[config.mk]
export PLATFORM = sky130hd
export DESIGN_NAME = mult_div_unit
export DESIGN_NICKNAME = d
export VERILOG_FILES = /design/src/rtl/mult_div_unit.sv
export SDC_FILE = /design/constraint.sdc
export NUM_CORES = 1
export LEC_CHECK = 0
export CAP_MARGIN = 30
export CORE_ASPECT_RATIO = 0.6
export CORE_MARGIN = 2
export CORE_UTILIZATION = 64
export DETAILED_ROUTE_END_ITERATION = 8
export PLACE_DENSITY = 0.86
export SLEW_MARGIN = 20
export SYNTH_ARGS = -nofsm -noshare
export SYNTH_HDL_FRONTEND = slang
export SYNTH_SLANG_ARGS = --single-unit
[constraint.sdc]
create_clock -name clk -period 8.2 [get_ports clk]
set_input_delay 1.64 -clock clk [delete_from_list [all_inputs] [get_ports clk]]
set_output_delay 1.64 -clock clk [all_outputs]
set_load 0.005 [all_outputs]
[src/rtl/mult_div_unit.sv]
// Sequential signed 32x32 multiply (radix-2 Booth) and divide (restoring) unit driving HI/LO.
// A start accepted at edge E yields a one-cycle done at E+32; a divide by zero signals done right after E.
module mult_div_unit (
   input  logic        clk,
   input  logic        reset,
   input  logic        mult_start,
   input  logic        div_start,
   input  logic [31:0] a,
   input  logic [31:0] b,
   output logic [31:0] hi,
   output logic [31:0] lo,
   output logic        busy,
   output logic        done,
   output logic        div_zero
);

   typedef enum logic [1:0] {S_IDLE, S_MULT, S_DIV, S_DONE} state_t;

   state_t      r_state, w_state_nxt;
   logic [5:0]  r_cnt;
   logic [64:0] r_booth;
   logic [31:0] r_mcand, r_rem, r_quo, r_dvsr, r_hi, r_lo;
   logic        r_sign_q, r_sign_r, r_div_zero;

   logic        w_last, w_div_by_zero;
   logic [32:0] w_acc_ext, w_sum, w_rem_sh, w_diff;
   logic [64:0] w_booth_nxt;
   logic [31:0] w_rem_nxt, w_quo_nxt, w_abs_a, w_abs_b;

   assign w_last  = (r_cnt == 6'd31);
   assign w_abs_a = a[31] ? -a : a;
   assign w_abs_b = b[31] ? -b : b;

   // Accumulator is sign-extended to 33 bits so subtracting 0x80000000 cannot overflow.
   always_comb begin
      w_acc_ext = {r_booth[64], r_booth[64:33]};
      w_sum     = w_acc_ext;
      case (r_booth[1:0])
         2'b01:   w_sum = w_acc_ext + {r_mcand[31], r_mcand};
         2'b10:   w_sum = w_acc_ext - {r_mcand[31], r_mcand};
         default: w_sum = w_acc_ext;
      endcase
      w_booth_nxt = {w_sum, r_booth[32:1]};
   end

   always_comb begin
      w_rem_sh  = {r_rem, r_quo[31]};
      w_diff    = w_rem_sh - {1'b0, r_dvsr};
      w_rem_nxt = w_diff[32] ? w_rem_sh[31:0] : w_diff[31:0];
      w_quo_nxt = {r_quo[30:0], ~w_diff[32]};
   end

   assign w_div_by_zero = (r_state == S_IDLE) && !mult_start && div_start && (b == 32'd0);

   always_comb begin
      w_state_nxt = r_state;
      case (r_state)
         S_IDLE: begin
            if (mult_start)             w_state_nxt = S_MULT;
            else if (div_start)         w_state_nxt = (b == 32'd0) ? S_DONE : S_DIV;
         end
         S_MULT:  if (w_last) w_state_nxt = S_DONE;
         S_DIV:   if (w_last) w_state_nxt = S_DONE;
         S_DONE:  w_state_nxt = S_IDLE;
         default: w_state_nxt = S_IDLE;
      endcase
   end

   always_ff @(posedge clk) begin
      if (reset) begin
         r_state    <= S_IDLE;
         r_cnt      <= 6'd0;
         r_booth    <= 65'd0;
         r_mcand    <= 32'd0;
         r_rem      <= 32'd0;
         r_quo      <= 32'd0;
         r_dvsr     <= 32'd0;
         r_sign_q   <= 1'b0;
         r_sign_r   <= 1'b0;
         r_hi       <= 32'd0;
         r_lo       <= 32'd0;
         r_div_zero <= 1'b0;
      end else begin
         r_state    <= w_state_nxt;
         r_div_zero <= w_div_by_zero;
         case (r_state)
            S_IDLE: begin
               if (mult_start) begin
                  r_booth <= {32'd0, b, 1'b0};
                  r_mcand <= a;
                  r_cnt   <= 6'd0;
               end else if (div_start && (b != 32'd0)) begin
                  r_rem    <= 32'd0;
                  r_quo    <= w_abs_a;
                  r_dvsr   <= w_abs_b;
                  r_sign_q <= a[31] ^ b[31];
                  r_sign_r <= a[31];
                  r_cnt    <= 6'd0;
               end
            end
            S_MULT: begin
               r_booth <= w_booth_nxt;
               r_cnt   <= r_cnt + 6'd1;
               if (w_last) begin
                  r_hi <= w_booth_nxt[64:33];
                  r_lo <= w_booth_nxt[32:1];
               end
            end
            S_DIV: begin
               r_rem <= w_rem_nxt;
               r_quo <= w_quo_nxt;
               r_cnt <= r_cnt + 6'd1;
               if (w_last) begin
                  r_lo <= r_sign_q ? -w_quo_nxt : w_quo_nxt;
                  r_hi <= r_sign_r ? -w_rem_nxt : w_rem_nxt;
               end
            end
            S_DONE:  r_cnt <= 6'd0;
            default: r_cnt <= 6'd0;
         endcase
      end
   end

   assign hi       = r_hi;
   assign lo       = r_lo;
   assign busy     = (r_state == S_MULT) || (r_state == S_DIV);
   assign done     = (r_state == S_DONE);
   assign div_zero = r_div_zero;

endmodule

### Yosys cells after proc, flatten, opt, wreduce, memory -nomap -nowiden

Cells that the tools add are included.

| word-level totals | value |
|---|---|
| bits in registers | 268 |
| bits of input ports | 68 |
| output and inout port bits | 67 |
| logic and storage cells | 84 |

| operators by class | value |
|---|---|
| add/sub/neg operators | 8 |
| equality and inequality tests | 14 |
| muxes and demuxes | 28 |
| bitwise logic cells | 3 |
| reduce and logical (&&, ||, !) cells | 19 |

Operators with widths:

| kind | number |
|---|---|
| two-way mux 32 bit | 13 |
| one-hot mux 32 bit (2 select lines) | 4 |
| one-hot mux 65 bit (2 select lines) | 1 |
| negation 32 bit | 4 |
| one-hot mux 33 bit (2 select lines) | 1 |
| two-way mux 65 bit | 1 |
| adder 32 x 32 -> 33 bit | 1 |
| subtractor 32 x 32 -> 33 bit | 1 |
| subtractor 33 x 32 -> 33 bit | 1 |
| zero test 32 bit | 1 |
| nonzero test 32 bit | 1 |
| one-hot mux 6 bit (3 select lines) | 1 |
| two-way mux 6 bit | 2 |
| AND reduction 3 bit | 3 |
| != test 2 bit (second input constant) | 4 |
| adder 6 x 1 -> 6 bit (second input constant) | 1 |
| equality test 2 bit (second input constant) | 3 |
| equality test 6 x 5 -> 1 bit (second input constant) | 1 |
| two-way mux 2 bit | 3 |
| one-hot mux 2 bit (3 select lines) | 1 |
| AND reduction 2 bit | 3 |
| nonzero test 2 bit | 3 |
| equality test 2 x 1 -> 1 bit (second input constant) | 2 |
| logical AND 1 bit | 4 |
| other kinds (10) | 12 |

### Logic depth before layout (Yosys ltp)

| depth | value |
|---|---|
| depth in word-level cells | 6 |
| gate-level depth with buffers | 25 |
| mapped depth without buffers | 21 |

### Worst setup path after synthesis

No wires, ideal clock.

| timing path | value |
|---|---|
| path kind | reg2reg |
| start point | register r_quo[31] |
| end point | register r_lo[26], in the netlist lo[26] |
| library setup time | 0.128 ns |
| arrival time | 4.358 ns |
| data required time | 8.072 ns |
| slack | 3.715 ns |
| cell stages (with the launch flop) | 26 |
| buffers on the path | 4 |
| clock period less this slack | 4.485 ns |
| cells stage by stage | dfxtp_1 -> inv_1 -> ha_1 -> inv_1 -> fa_1 -> a211oi_2 -> o21ai_1 -> a31oi_1 -> o31ai_1 -> a2bb2oi_2 -> and2_1 -> buf_6 -> inv_4 -> buf_6 -> buf_2 -> buf_2 -> ha_1 -> nand2b_1 -> nand2b_1 -> nand2b_1 -> nand2b_1 -> o41ai_1 -> xor2_1 -> a211oi_1 -> a21oi_1 -> nor2_1 |

| between the ends | value |
|---|---|
| word-level cells in the longest chain between the ends | 6 |

Ends and longest elaborated chain:

| element | line | source |
|---|---|---|
| from (decl) | 22 | `logic [31:0] r_mcand, r_rem, r_quo, r_dvsr, r_hi, r_lo;` |
| from (signal assigned) | 94 | `r_quo <= w_abs_a;` |
| from (signal assigned) | 111 | `r_quo <= w_quo_nxt;` |
| subtractor 33 x 32 -> 33 bit | 48 | `w_diff = w_rem_sh - {1'b0, r_dvsr};` |
| inverter 1 bit | 50 | `w_quo_nxt = {r_quo[30:0], ~w_diff[32]};` |
| negation 32 bit | 114 | `r_lo <= r_sign_q ? -w_quo_nxt : w_quo_nxt;` |
| two-way mux 32 bit | 114 |  |
| two-way mux 32 bit | 113 | `if (w_last) begin` |
| one-hot mux 32 bit (2 select lines) | 86 | `case (r_state)` |
| to (signal assigned) | 106 | `r_lo <= w_booth_nxt[32:1];` |
| to (signal assigned) | 114 |  |
| to (decl) | 22 |  |

Every way passes these cells. The select of a mux whose other input is x is not followed.
A chain may end at the register's enable or synchronous reset.

### Worst setup path in the final report

| timing path | value |
|---|---|
| start point | input port b[6] |
| end point | register r_rem[0] |

| between the ends | value |
|---|---|
| word-level cells in the longest chain between the ends | 4 |

Ends and longest elaborated chain:

| element | line | source |
|---|---|---|
| from (decl) | 9 | `input logic [31:0] b,` |
| nonzero test 32 bit | 92 | `end else if (div_start && (b != 32'd0)) begin` |
| logical AND 1 bit | 92 |  |
| != test 2 x 1 -> 1 bit (no source line) | - |  |
| AND reduction 3 bit (no source line) | - |  |
| to (signal assigned) | 110 | `r_rem <= w_rem_nxt;` |
| to (decl) | 22 |  |

Every way passes these cells.

==> flow_summary.yaml <==
run:
  cap_violations: 0
critical_path:
  path_class: "input port to flip-flop"
  crit_arrival_ps: 5850
  cp-end-kind: "flip-flop"
  regToRegSetupSlack_ps: 2980
  startpoint_type: "input port"
  rr_endpoint: "hi[29]$_SDFFE_PP0P_"
  critPathMaxFanout: 65
  required_ps: 8620
  ff2ff_path_depth: 19
  r2r-start: "r_mcand[2]$_SDFFE_PP0P_"
cells_and_area:
  fin_cells: 2861
  final_util_pct: 74.3
  drive_above_1_share_pct: 4.61
  antenna_cells: 0
  multi_input_area_um2: 12000
  seq_area_um2: 5370
  finalInstanceArea_um2: 20600
  fill_cells: 2158
  syn_to_final_growth_pct: 13.1
  nNetsFinal: 2621
logic_synthesis:
  synth_fa_ha_area_share_pct: 5.37
  netlist_area_um2: 18200
  synthCells: 2434
  synth.avg_cell_area_um2: 7.49
  yosys.area_share.simple_pct: 20.8
  yosys-mux-area-fraction_pct: 4.17
  synth_seq_cells: 268
  yosysWarnings: 0
  async_reset_ff_share_pct: 0
  ys_types: 92
  synth-xor-area-share_pct: 9.28
  synth_compound_area_share_pct: 26.1
  syn_nets: 2579
  synth_ff_type: "dfxtp_1"
  synth-seq-area-share_pct: 29.4
  synth_edf_count: 0
  synth_top_family_by_area: "compound AO/OA/AOI/OAI gates"
die:
  io_pins: 135
  row_count: 47
  initial_utilization_pct: 65.7
  die_x_um: 222
  core_area_um2: 27800
  die_area_um2: 29900
  die_h_um: 135
sta:
  clock-skew-final_ps: 15.0
  slew_headroom_pct: 34.2
  final_hold_viol_count: 0
  slew_violations: 0
  worst_slew_pin_slew_ps: 984
  grt_setup_unrepaired: "no"
  fin_setup_tns_ps: 0
  max_freq_ghz: 0.184
  setup_viol: 0
  layout_min_cycle_time_ps: 5430
  min_period_over_period_pct: 66.2
routing:
  drt-initial-drc-count: 2634
  routed_wl_um: 59500
  routedWlPerCell_um: 20.8
  drcViolationCount: 0
  vias: 18800
  ant_nets: 0
  drtPass1Iterations: 6
  vias_per_cell: 6.57
placed_design:
  dp_hpwl_um: 44500
  dpl-instance-area_um2: 19600
  portBuffers: 134
  dp_cells: 2810
  place_congestion: 0.968
pwr:
  p_per_area_nw_per_um2: 299
  peakVddDrop_uv: 211
  leakage_nw: 7.59
global_routing:
  use_met3_pct: 10.2
  grt_pass1_wl_um: 92200
  first_global_vias: 16600
  grt_overflow: 0
  grtUsageMet1_pct: 56.0
  grt_usage_pct: 38.5
  grt_antenna_before_repair: 1
  grt.met2_usage_pct: 57.5
  top_usage_layer: "met2"
  grt_max_degree: 121
cts:
  post_cts_buffers: 0
  ctsResizeCount: 0
  clock-sinks: 268
  cts_buffers: 26
  cts_tree: "done"
  root_buffer: "clkbuf_16"
  hold_buffers: 0
  htree_levels: 1
  cts.clk_slew.worst_paths_ps: 60
  clkLatencyLatePin_ps: 560
  cts_buffer_depth: 3
worst_hold_path:
  hold_class: "flip-flop to flip-flop"
  min_from: "r_dvsr[25]$_SDFFE_PP0P_"
  hold_end: "r_dvsr[25]$_SDFFE_PP0P_"
  hold_depth: 2
status:
  status: "finished, final reports clean"
[per-layer routing]
metal	routed length, um	vias to the layer above
li1	-	8758
met1	26000	8813
met2	24700	1110
met3	7570	120
met4	1270	2
met5	13	-
[cell families (layout without fill, tap and decap cells)]
logic type                 count (synthesis)  after routing
and+or+nand+nor                          866            866
AOI/OAI and AO/OA                        737            737
DFF                                      268            268
buffers and inverters                    218            278
xor gates and xnor gates                 193            193
adders and majority gates                 77             77
muxes                                     75             75
[how the worst max path moves through the flow]
stage | start | end | slack (ps) | cells after the start
2_1_floorplan | r_quo[31]$_SDFFE_PP0P_ | lo[26]$_SDFFE_PP0P_ | 3710 | 25
3_3_place_gp | b[6] | r_rem[24]$_SDFFE_PP0P_ | 2210 | 13
4_1_cts | b[6] | r_rem[22]$_SDFFE_PP0P_ | 2570 | 13
6_report | b[6] | r_rem[0]$_SDFFE_PP0P_ | 2770 | 14
3_5_place_dp | b[6] | r_rem[22]$_SDFFE_PP0P_ | 2010 | 13
5_1_grt | b[6] | r_rem[0]$_SDFFE_PP0P_ | 2510 | 14
[power breakdown]
part	switching, mW	internal [mW]
Combinational	2.08	1.12
Clock	0.545	0.732
Sequential	0.203	1.47
[worst max-delay path: stages]
cell,delay (ps)
clkdlybuf4s50_1,510
nor4_2,470
nand4_1,210
nand2b_1,220
or3_1,430
or3_1,430
or3_1,480
nor2b_1,180
buf_4,200
a21oi_4,150
buf_4,600
nor2_1,110
a21oi_1,140
nor2_1,60
[cell usage in the layout (no fill, tap or decap), types with 25 or more instances in the layout]
| master | Yosys | layout |
|---|---|---|
| nor2_1 | 348 | 347 |
| nand2_1 | 303 | 303 |
| dfxtp_1 | 268 | 268 |
| a21oi_1 | 230 | 228 |
| o21ai_0 | 148 | 147 |
| clkdlybuf4s50_1 | 0 | 133 |
| a211oi_1 | 109 | 109 |
| xor2_1 | 99 | 99 |
| xnor2_1 | 94 | 94 |
| inv_1 | 73 | 73 |
| ha_1 | 75 | 73 |
| mux2i_1 | 70 | 70 |
| nor3_1 | 41 | 41 |
| a22oi_1 | 38 | 38 |
| o31ai_1 | 31 | 31 |
| clkbuf_16 | 0 | 26 |
| nand3_1 | 26 | 25 |
[through the flow]
step,hold slack (ps),setup WS (ps),power [mW]
finish,464,2770,6.16
global placement,443,2210,4.64
floorplan,432,3710,3.91
detailed placement,453,2010,4.74
CTS,463,2570,6.00
global route,480,2510,6.46
[cell type report]
class / instances / share of cell area, %
repair buffers: 158 / 7.70
inverters: 74 / 1.36
clock inverters: 9 / 0.637
clock buffers: 37 / 3.65
multi-input cells: 1948 / 58.4
well taps: 367 / 2.23
flip-flops and latches: 268 / 26.0
[cell usage after synthesis, drive strengths merged (3+ instances only)]
library cell | instances | area share (%)
a211o | 3 | 0.14
a211oi | 112 | 4.7
a21boi | 6 | 0.25
a21o | 20 | 0.83
a21oi | 233 | 6.5
a221oi | 5 | 0.24
a22oi | 38 | 1.6
a311oi | 5 | 0.24
a31o | 3 | 0.14
a31oi | 19 | 0.65
and3 | 7 | 0.24
buf | 39 | 1.1
clkbuf | 105 | 2.2
dfxtp | 268 | 29
ha | 75 | 5.1
inv | 74 | 1.5
mux2 | 5 | 0.33
mux2i | 70 | 3.8
nand2 | 303 | 6.2
nand2b | 21 | 0.72
nand3 | 26 | 0.71
nand3b | 3 | 0.12
nand4 | 13 | 0.45
nor2 | 349 | 7.2
nor2b | 11 | 0.38
nor3 | 42 | 1.2
nor3b | 4 | 0.16
nor4 | 26 | 1.0
o2111ai | 7 | 0.47
o211a | 6 | 0.33
o211ai | 18 | 0.74
o21a | 17 | 0.70
o21ai | 161 | 4.4
o21bai | 8 | 0.33
o221ai | 4 | 0.19
o22ai | 3 | 0.10
o31ai | 32 | 1.3
o41ai | 18 | 0.95
or2 | 6 | 0.21
or3 | 25 | 0.89
or4 | 19 | 0.78
xnor2 | 94 | 4.5
xor2 | 99 | 4.8
[sequential cells by signal (all words and copies together), names as in the netlist]
name,cells
div_zero,1
hi,32
lo,32
r_booth,65
r_cnt,6
r_dvsr,32
r_mcand,32
r_quo,32
r_rem,32
r_sign_q,1
r_sign_r,1
r_state,2
Note: power is estimated with default switching activity, not from simulation.
